`config.mk`:
```
export PLATFORM = sky130hd
export DESIGN_NAME = div_clock_monitor
export DESIGN_NICKNAME = d
export VERILOG_FILES = /design/src/rtl/div_mon_pkg.sv /design/src/rtl/div_clock_monitor_edge_detect.sv /design/src/rtl/div_clock_monitor.sv
export SDC_FILE = /design/constraint.sdc
export NUM_CORES = 1
export LEC_CHECK = 0
export CORE_MARGIN = 3
export CORE_UTILIZATION = 60
export DETAILED_ROUTE_END_ITERATION = 12
export DONT_BUFFER_PORTS = 1
export GPL_ROUTABILITY_DRIVEN = 0
export PLACE_DENSITY = 0.81
export SYNTH_ARGS = -nofsm -noshare
export SYNTH_HDL_FRONTEND = slang
export SYNTH_SLANG_ARGS = --single-unit
```
`constraint.sdc`:
```
create_clock -name clk -period 4.8 [get_ports clk]
set_clock_uncertainty 0.15 [all_clocks]
set_input_delay 0.48 -clock clk [delete_from_list [all_inputs] [get_ports clk]]
set_output_delay 0.48 -clock clk [all_outputs]
set_load 0.01 [all_outputs]
```
`src/rtl/div_mon_pkg.sv`:
```
`default_nettype none
// +--------------------------------------------------------------------+
// | div_mon_pkg : state encoding and default constants for the         |
// |               divided-clock monitor.  Rev 1.0                      |
// +--------------------------------------------------------------------+
package div_mon_pkg;

   typedef enum logic [1:0] {
      ST_IDLE = 2'd0,
      ST_ACQ  = 2'd1,
      ST_LOCK = 2'd2
   } state_e;

   localparam int c_def_exp_half   = 2;
   localparam int c_def_cnt_w      = 8;
   localparam int c_def_lock_count = 4;
   localparam int c_def_timeout    = 16;

endpackage
`default_nettype wire

```
`src/rtl/div_clock_monitor_edge_detect.sv`:
```
`default_nettype none
// +--------------------------------------------------------------------+
// | edge_detect : registered rise/fall pulses of a same-domain level,  |
// |               plus the unregistered rise for same-cycle use. Rev 1.0|
// +--------------------------------------------------------------------+
module edge_detect (
   input  logic clk,
   input  logic reset,
   input  logic din,
   output logic rise_now,
   output logic rise,
   output logic fall
);
   logic d1_q, d1_d;
   logic rise_q, rise_d;
   logic fall_q, fall_d;

   always_comb begin
      d1_d   = din;
      rise_d = din & ~d1_q;
      fall_d = ~din & d1_q;
   end

   always_ff @(posedge clk) begin
      if (reset) begin
         d1_q   <= 1'b0;
         rise_q <= 1'b0;
         fall_q <= 1'b0;
      end else begin
         d1_q   <= d1_d;
         rise_q <= rise_d;
         fall_q <= fall_d;
      end
   end

   assign rise_now = rise_d;
   assign rise     = rise_q;
   assign fall     = fall_q;

endmodule
`default_nettype wire

```
`src/rtl/div_clock_monitor.sv`:
```
`default_nettype none
// +--------------------------------------------------------------------+
// | div_clock_monitor : measures period/high time of a divided clock,  |
// |   tracks lock and flags errors. Duty check: DIV_MON_DUTY_CHECK_EN.  |
// | Rev 1.0                                                            |
// +--------------------------------------------------------------------+
module div_clock_monitor
   import div_mon_pkg::*;
#(
   parameter int EXP_HALF   = c_def_exp_half,
   parameter int CNT_W      = c_def_cnt_w,
   parameter int LOCK_COUNT = c_def_lock_count,
   parameter int TIMEOUT    = c_def_timeout
) (
   input  logic             clk,
   input  logic             reset,
   input  logic             clk_div,
   output logic             rise,
   output logic             fall,
   output logic [CNT_W-1:0] period,
   output logic [CNT_W-1:0] high_time,
   output logic             period_valid,
   output logic             locked,
   output logic             err
);
   localparam int                  c_good_w     = $clog2(LOCK_COUNT + 1);
   localparam logic [CNT_W-1:0]    c_cnt_max    = {CNT_W{1'b1}};
   localparam logic [CNT_W-1:0]    c_exp_period = CNT_W'(2 * EXP_HALF);
   localparam logic [CNT_W-1:0]    c_timeout    = CNT_W'(TIMEOUT);
   localparam logic [c_good_w-1:0] c_lock_count = c_good_w'(LOCK_COUNT);

   logic w_rise_now;
   logic w_duty_ok;

   edge_detect u_edge (
      .clk      (clk),
      .reset    (reset),
      .din      (clk_div),
      .rise_now (w_rise_now),
      .rise     (rise),
      .fall     (fall)
   );

`ifdef DIV_MON_DUTY_CHECK_EN
   localparam logic [CNT_W-1:0] c_exp_high = CNT_W'(EXP_HALF);

   logic [CNT_W-1:0] hcnt_q, hcnt_d;
   logic [CNT_W-1:0] high_time_q, high_time_d;

   // hcnt is non-zero exactly while the delayed clk_div is high, so it
   // doubles as the phase indicator and the fall detector here.
   always_comb begin
      hcnt_d      = hcnt_q;
      high_time_d = high_time_q;
      if (w_rise_now) begin
         hcnt_d = CNT_W'(1);
      end else if (!clk_div && hcnt_q != '0) begin
         high_time_d = hcnt_q;
         hcnt_d      = '0;
      end else if (hcnt_q != '0 && hcnt_q != c_cnt_max) begin
         hcnt_d = hcnt_q + 1'b1;
      end
   end

   always_ff @(posedge clk) begin
      if (reset) begin
         hcnt_q      <= '0;
         high_time_q <= '0;
      end else begin
         hcnt_q      <= hcnt_d;
         high_time_q <= high_time_d;
      end
   end

   assign high_time = high_time_q;
   assign w_duty_ok = (high_time_q == c_exp_high);
`else
   assign high_time = '0;
   assign w_duty_ok = 1'b1;
`endif

   state_e              state_q, state_d;
   logic [CNT_W-1:0]    cnt_q, cnt_d;
   logic [c_good_w-1:0] good_cnt_q, good_cnt_d;
   logic [c_good_w-1:0] w_good_inc;
   logic [CNT_W-1:0]    period_q, period_d;
   logic                period_valid_q, period_valid_d;
   logic                locked_q, locked_d;
   logic                err_q, err_d;
   logic                w_good;

   assign w_good_inc = good_cnt_q + 1'b1;
   assign w_good     = (cnt_q == c_exp_period) && w_duty_ok;

   always_comb begin
      state_d        = state_q;
      cnt_d          = (cnt_q == c_cnt_max) ? cnt_q : cnt_q + 1'b1;
      good_cnt_d     = good_cnt_q;
      period_d       = period_q;
      period_valid_d = 1'b0;
      err_d          = 1'b0;
      if (w_rise_now) begin
         cnt_d = CNT_W'(1);
         if (state_q == ST_IDLE) begin
            state_d    = ST_ACQ;
            good_cnt_d = '0;
         end else begin
            period_d       = cnt_q;
            period_valid_d = 1'b1;
            if (!w_good) begin
               state_d    = ST_ACQ;
               good_cnt_d = '0;
               err_d      = 1'b1;
            end else if (state_q == ST_ACQ) begin
               good_cnt_d = w_good_inc;
               if (w_good_inc == c_lock_count) begin
                  state_d = ST_LOCK;
               end
            end
         end
      end else if (state_q != ST_IDLE && cnt_q == c_timeout) begin
         // A rise landing on the timeout count is judged above as a bad period.
         state_d    = ST_IDLE;
         good_cnt_d = '0;
         err_d      = 1'b1;
      end
      locked_d = (state_d == ST_LOCK);
   end

   always_ff @(posedge clk) begin
      if (reset) begin
         state_q        <= ST_IDLE;
         cnt_q          <= '0;
         good_cnt_q     <= '0;
         period_q       <= '0;
         period_valid_q <= 1'b0;
         locked_q       <= 1'b0;
         err_q          <= 1'b0;
      end else begin
         state_q        <= state_d;
         cnt_q          <= cnt_d;
         good_cnt_q     <= good_cnt_d;
         period_q       <= period_d;
         period_valid_q <= period_valid_d;
         locked_q       <= locked_d;
         err_q          <= err_d;
      end
   end

   assign period       = period_q;
   assign period_valid = period_valid_q;
   assign locked       = locked_q;
   assign err          = err_q;

endmodule
`default_nettype wire

```
==> results.py, run 1 <==
metrics = {
    "synthesis": {
        "ys_async_sr_fraction_pct": 0,
        "synth_area_leader_cell": "dfxtp_1",
        "ys_ff_latch": 27,
        "avgSynthCellArea_sq_um": 9.047,
        "yosys_warnings": 0,
        "synth_top_area_share_pct": 41.78,
        "ys_seq_area_share_pct": 41.78,
        "synthCells": 143,
        "synthFlopType": "dfxtp_1",
        "synthTopCellsByArea": "dfxtp_1, buf_4, nand2_1",
        "synthesis.area_sq_um": 1294,
        "synth.distinct_cells": 41,
        "synth_edf_count": 0,
    },
    "floorplan": {
        "start_util_pct": 64.63,
        "dieArea_sq_um": 2749,
        "top_level_ports": 24,
        "num_rows": 16,
        "die_x_um": 52.44,
        "die_y_um": 52.44,
        "core_area_sq_um": 2002,
    },
    "finish": {
        "n_antenna_cell": 0,
        "num-fill-cells": 182,
        "fin_cells": 167,
        "syn2layout_area_growth_pct": -0.7738,
        "design_area_sq_um": 1284,
        "layout.nets": 148,
        "multiInputGateArea_sq_um": 671.9,
        "seqCellArea_sq_um": 540.5,
        "drive_gt1_share_pct": 7.143,
        "postLayoutCoreUtil_pct": 64.13,
    },
    "sta": {
        "slew_headroom_pct": 65.00,
        "drv_slew": 0,
        "setup_viol": 0,
        "finalCriticalPeriod_ns": 1.954,
        "finalHoldViolCount": 0,
        "clock.fmax_mhz": 511.7,
        "worst_pin_slew_ns": 0.5215,
        "setup_tns_ns": 0,
        "rsz0062_at_grt": "false",
        "finalWorstSetupSlack_ns": 2.846,
        "fin_crit_sh_pct": 40.71,
        "whs_ns": 0.05997,
    },
    "clock_tree": {
        "post-cts-setup-buffers": 0,
        "cts.sinks": 27,
        "cts_buffers": 3,
        "cts_buffer_depth": 2,
        "clock_latency_ns": 0.32,
        "cts-root-buf": "clkbuf_4",
        "cts_resized": 0,
        "cts_tree": "yes",
        "path_clk_slew_ns": 0.14,
        "postCtsHoldBufs": 0,
        "htree_levels": 1,
    },
    "grt": {
        "grt_pass1_wl_mm": 3.926,
        "antenna_found_initial": 0,
        "grt_max_degree": 19,
        "track_usage_pct": 19.10,
        "grt-ovfl-total": 0,
        "grt_pass1_vias": 960,
    },
    "setup_path": {
        "start_kind": "register",
        "critPathLaunch": "cnt_q[2]",
        "crit_arrival_ns": 2.08,
        "end_kind": "register",
        "path_max_fanout": 11,
        "required_ns": 4.93,
        "path_class": "register to register",
        "r2r-start": "cnt_q[2]",
    },
    "pwr": {
        "powerDensity_nw_per_um2": 277.2,
        "fin_total_pwr_mw": 0.3558,
        "ir_worst_vdd_mv": 0.1635,
        "p_leak_nw": 0.5065,
    },
    "flow_run": {
        "maxCapViolations": 0,
    },
    "routing": {
        "wl_per_cell_um": 15.00,
        "drc_errors": 0,
        "finalWirelength_mm": 2.505,
        "first_iter_violations": 27,
        "vias": 1020,
        "ant_nets": 0,
        "vias_per_cell": 6.108,
        "firstDrtPassIters": 4,
    },
    "place": {
        "placed_cells_incl_taps": 163,
        "postPlaceCellArea_sq_um": 1257,
        "dpl_worst_slack_ns": 2.881,
        "numPortBuffers": 0,
        "hpwlAfterDp_mm": 1.861,
    },
    "run_status": {
        "run_status": "complete, no violations",
    },
    "min_path": {
        "min_path_type": "primary input to register",
        "min_from": "reset",
    },
}
## layer usage
| layer | wire length (um) | global-route usage, % | vias up |
|---|---|---|---|
| met4 | 14 | 9.787 | 0 |
| met1 | 1038 | 21.79 | 497 |
| met3 | 140 | 2.849 | 2 |
| li1 | - | - | 486 |
| met5 | 0 | 0 | - |
| met2 | 1312 | 33.88 | 35 |
## registers in the layout (all words and copies together) (netlist names)
register	count
u_edge.rise	1
good_cnt_q	3
locked	1
period	8
period_valid	1
cnt_q	8
u_edge.fall	1
err	1
state_q	2
u_edge.d1_q	1
## final cells by class
cell class                 instances  share of cell area (%)
sequential                        27                   42.11
inverter                           3                  0.8772
tap                               27                   2.632
multi-input combinational        106                   52.34
clock buffer                       4                   2.047
## cells by family (layout without fill, tap and decap cells)
kind of cell	count (synthesis)	in the layout	share of synthesized area (%)
compound gates	26	26	14.99
xor+xnor	2	2	1.354
fa+ha+maj	4	4	3.869
buf+inv	17	7	8.317
flops	27	27	41.78
mux	3	3	2.418
other cells	1	8	0.2899
simple gates	63	63	26.98
## worst max-delay path, stage by stage (launching register included)
cell,delay (ns)
dfxtp_1,0.59
nor4bb_1,0.54
and4b_1,0.33
a32o_1,0.16
and3_1,0.15
## layout by cell type (no fill, tap or decap), drive strengths merged, types with 2 or more instances in the layout
master,count
mux2i,2
nand4,2
a31oi,3
ha,4
nor2,8
nor3b,2
nor2b,4
dfxtp,27
o21ai,3
conb,8
inv,3
nor4bb,3
a31o,2
nand2b,3
a21oi,11
a32o,2
nand2,18
and3,8
clkbuf,4
nand3,2
nor3,6
## final timing paths
path	end	slack, ns	cells after the start
max	locked	2.85	4
min	state_q[0]	0.06	1
max reg2reg	locked	2.85	4
min reg2reg	period[1]	0.35	2
## Yosys cell counts (3+ instances only)
| cell | count |
|---|---|
| nor4bb_1 | 3 |
| nand2_1 | 18 |
| ha_1 | 4 |
| a21oi_1 | 11 |
| nand2b_1 | 3 |
| nor2b_1 | 4 |
| and3_1 | 7 |
| dfxtp_1 | 27 |
| buf_4 | 9 |
| inv_1 | 3 |
| a31oi_1 | 3 |
| nor2_1 | 8 |
| nor3_1 | 6 |
## where the power goes
group          internal (mW)  total, mW  switching [mW]  leakage, nW
Combinational         0.0105     0.0274          0.0169        0.273
Clock                 0.0325     0.0951          0.0627       0.0150
Sequential             0.228      0.233         0.00497        0.219
No activity file was read; power rests on OpenSTA's default activity.
==> run 2, diff against run 1 <==
--- a/config.mk
+++ b/config.mk
@@ -6,11 +6,11 @@
 export NUM_CORES = 1
 export LEC_CHECK = 0
 export CORE_MARGIN = 3
-export CORE_UTILIZATION = 60
+export CORE_UTILIZATION = 55
 export DETAILED_ROUTE_END_ITERATION = 12
 export DONT_BUFFER_PORTS = 1
 export GPL_ROUTABILITY_DRIVEN = 0
-export PLACE_DENSITY = 0.81
+export PLACE_DENSITY = 0.78
 export SYNTH_ARGS = -nofsm -noshare
 export SYNTH_HDL_FRONTEND = slang
 export SYNTH_SLANG_ARGS = --single-unit
==> constraint.sdc (replaced) <==
create_clock -name clk -period 1.7 [get_ports clk]
set_clock_uncertainty 0.15 [all_clocks]
set_input_delay 0.17 -clock clk [delete_from_list [all_inputs] [get_ports clk]]
set_output_delay 0.17 -clock clk [all_outputs]
set_load 0.01 [all_outputs]
==> results.py, run 2 (synthesized netlist as in run 1, its figures left out) <==
metrics = {
    "run_status": {
        "run_status": "finished with violations",
        "violations": "hold timing, setup timing",
    },
    "sta": {
        "worst_pin_slew_ns": 0.5674,
        "finalWorstSetupSlack_ns": -0.04342,
        "setup_viol": 1,
        "whs_ns": -0.2738,
        "fin_crit_sh_pct": 102.6,
        "slew_headroom_pct": 61.92,
        "finalHoldViolCount": 14,
        "clock.fmax_mhz": 573.6,
        "drv_slew": 0,
        "finalCriticalPeriod_ns": 1.743,
        "rsz0062_at_grt": "true",
    },
    "floorplan": {
        "dieArea_sq_um": 2970,
        "start_util_pct": 62.14,
        "top_level_ports": 24,
        "num_rows": 16,
        "die_x_um": 54.50,
        "die_y_um": 54.50,
        "core_area_sq_um": 2082,
    },
    "grt": {
        "grt_pass1_vias": 1066,
        "grt-ovfl-total": 0,
        "antenna_found_initial": 0,
        "grt_pass1_wl_mm": 4.471,
        "track_usage_pct": 20.34,
        "grt_max_degree": 19,
    },
    "finish": {
        "seqCellArea_sq_um": 544.3,
        "layout.nets": 172,
        "n_antenna_cell": 0,
        "drive_gt1_share_pct": 24.39,
        "multiInputGateArea_sq_um": 713.2,
        "final_common_cell": "dfxtp_1",
        "syn2layout_area_growth_pct": 17.79,
        "num-fill-cells": 163,
        "mostFrequentLayoutCells": "dfxtp_1, buf_4, nand2_1, a21oi_1",
    },
    "min_path": {
        "min_from": "reset",
        "min_path_type": "primary input to register",
    },
    "setup_path": {
        "path_cells": "or3_4 > o41ai_4 > a221oi_2 > a221o_1",
        "slowest_stage": "or3_4",
        "end_kind": "register",
        "path_class": "register to register",
        "required_ns": 1.78,
        "r2r-start": "cnt_q[3]",
        "critPathLaunch": "cnt_q[3]",
        "slowest_delay_ns": 0.40,
        "path_max_fanout": 3,
        "crit_arrival_ns": 1.82,
        "start_kind": "register",
    },
    "place": {
        "numPortBuffers": 0,
        "hpwlAfterDp_mm": 2.028,
        "dpl_worst_slack_ns": -0.04973,
    },
    "routing": {
        "wl_per_cell_um": 14.46,
        "vias": 1094,
        "vias_per_cell": 5.728,
        "drc_errors": 0,
        "firstDrtPassIters": 4,
        "first_iter_violations": 33,
        "finalWirelength_mm": 2.761,
        "ant_nets": 0,
    },
    "clock_tree": {
        "path_clk_slew_ns": 0.16,
        "cts_tree": "yes",
        "cts_buffers": 3,
        "cts.sinks": 27,
        "cts_buffer_depth": 2,
        "cts-root-buf": "clkbuf_4",
        "clock_latency_ns": 0.33,
        "postCtsHoldBufs": 4,
        "htree_levels": 1,
    },
    "flow_run": {
        "maxCapViolations": 0,
    },
    "pwr": {
        "fin_total_pwr_mw": 1.060,
        "p_leak_nw": 0.6476,
        "powerDensity_nw_per_um2": 695.4,
        "ir_worst_vdd_mv": 0.7976,
    },
}
[run 2: cell types whose count changed in the layout (fill, tap and decap cells not counted), moves of 2 or more]
cell,delta
buf_4,+20
dlygate4sd3_1,+4
dfxtp_1,-3
dfxtp_2,+3
inv_1,-2
inv_2,+2
[run 2: per-stage QoR]
stage / cells / TNS (ns) / util [%] / hold WS, ns / instance area, sq um
floorplan: 150 / -0.02395 / - / 0.09615 / 1320
global placement: 182 / 0 / 67.25 / 0.09149 / 1400
detailed placement: 182 / -0.05981 / 67.25 / 0.09358 / 1400
CTS: 190 / -0.04888 / 71.57 / -0.2804 / 1490
global route: 191 / -0.2767 / 73.20 / -0.2974 / 1524
finish: 191 / -0.04342 / 73.20 / -0.2738 / 1524
[run 2: path summary, 6_finish.rpt]
| check | depth (start not counted) | endpoint | slack, ns |
|---|---|---|---|
| worst min register to register | 2 | period[2] | 0.36 |
| worst min-delay path | 1 | cnt_q[0] | -0.27 |
| worst max-delay path | 4 | good_cnt_q[2] | -0.04 |
| worst max register to register | 4 | good_cnt_q[2] | -0.04 |
[run 2: critical path, delay by kind of cell, from the launching register on]
| kind | cells | cell delay [ns] |
|---|---|---|
| simple gates | 1 | 0.40 |
| compound gates | 3 | 0.76 |
| flops | 1 | 0.34 |
[run 2: timing repair]
item,CTS,global route
gates resized for setup,7,5
cloned,0,0
setup endpoints to repair,3,7
setup buffers,0,1
endpoints found under the hold margin,18,15
pin swaps,0,2
[run 2: layer usage]
metal | vias to the layer above | track usage, % | wire, um
met5 | - | 0 | 0
met4 | 0 | 5.394 | 0
met3 | 0 | 5.177 | 147
met2 | 35 | 38.05 | 1495
met1 | 527 | 22.45 | 1118
li1 | 532 | - | -
[run 2: where the power goes]
group / switching, mW / total [mW] / internal, mW / leakage [nW]
Clock: 0.197 / 0.293 / 0.0958 / 0.0183
Combinational: 0.0611 / 0.113 / 0.0518 / 0.409
Sequential: 0.00865 / 0.654 / 0.646 / 0.220
[run 2: cell type report]
type / instances / share of cell area [%]
sequential: 27 / 35.71
clock inverter: 1 / 0.5747
tap: 27 / 2.217
inverter: 3 / 0.7389
multi-input combinational: 106 / 46.80
clock buffer: 3 / 1.478
timing repair buffer: 24 / 12.48
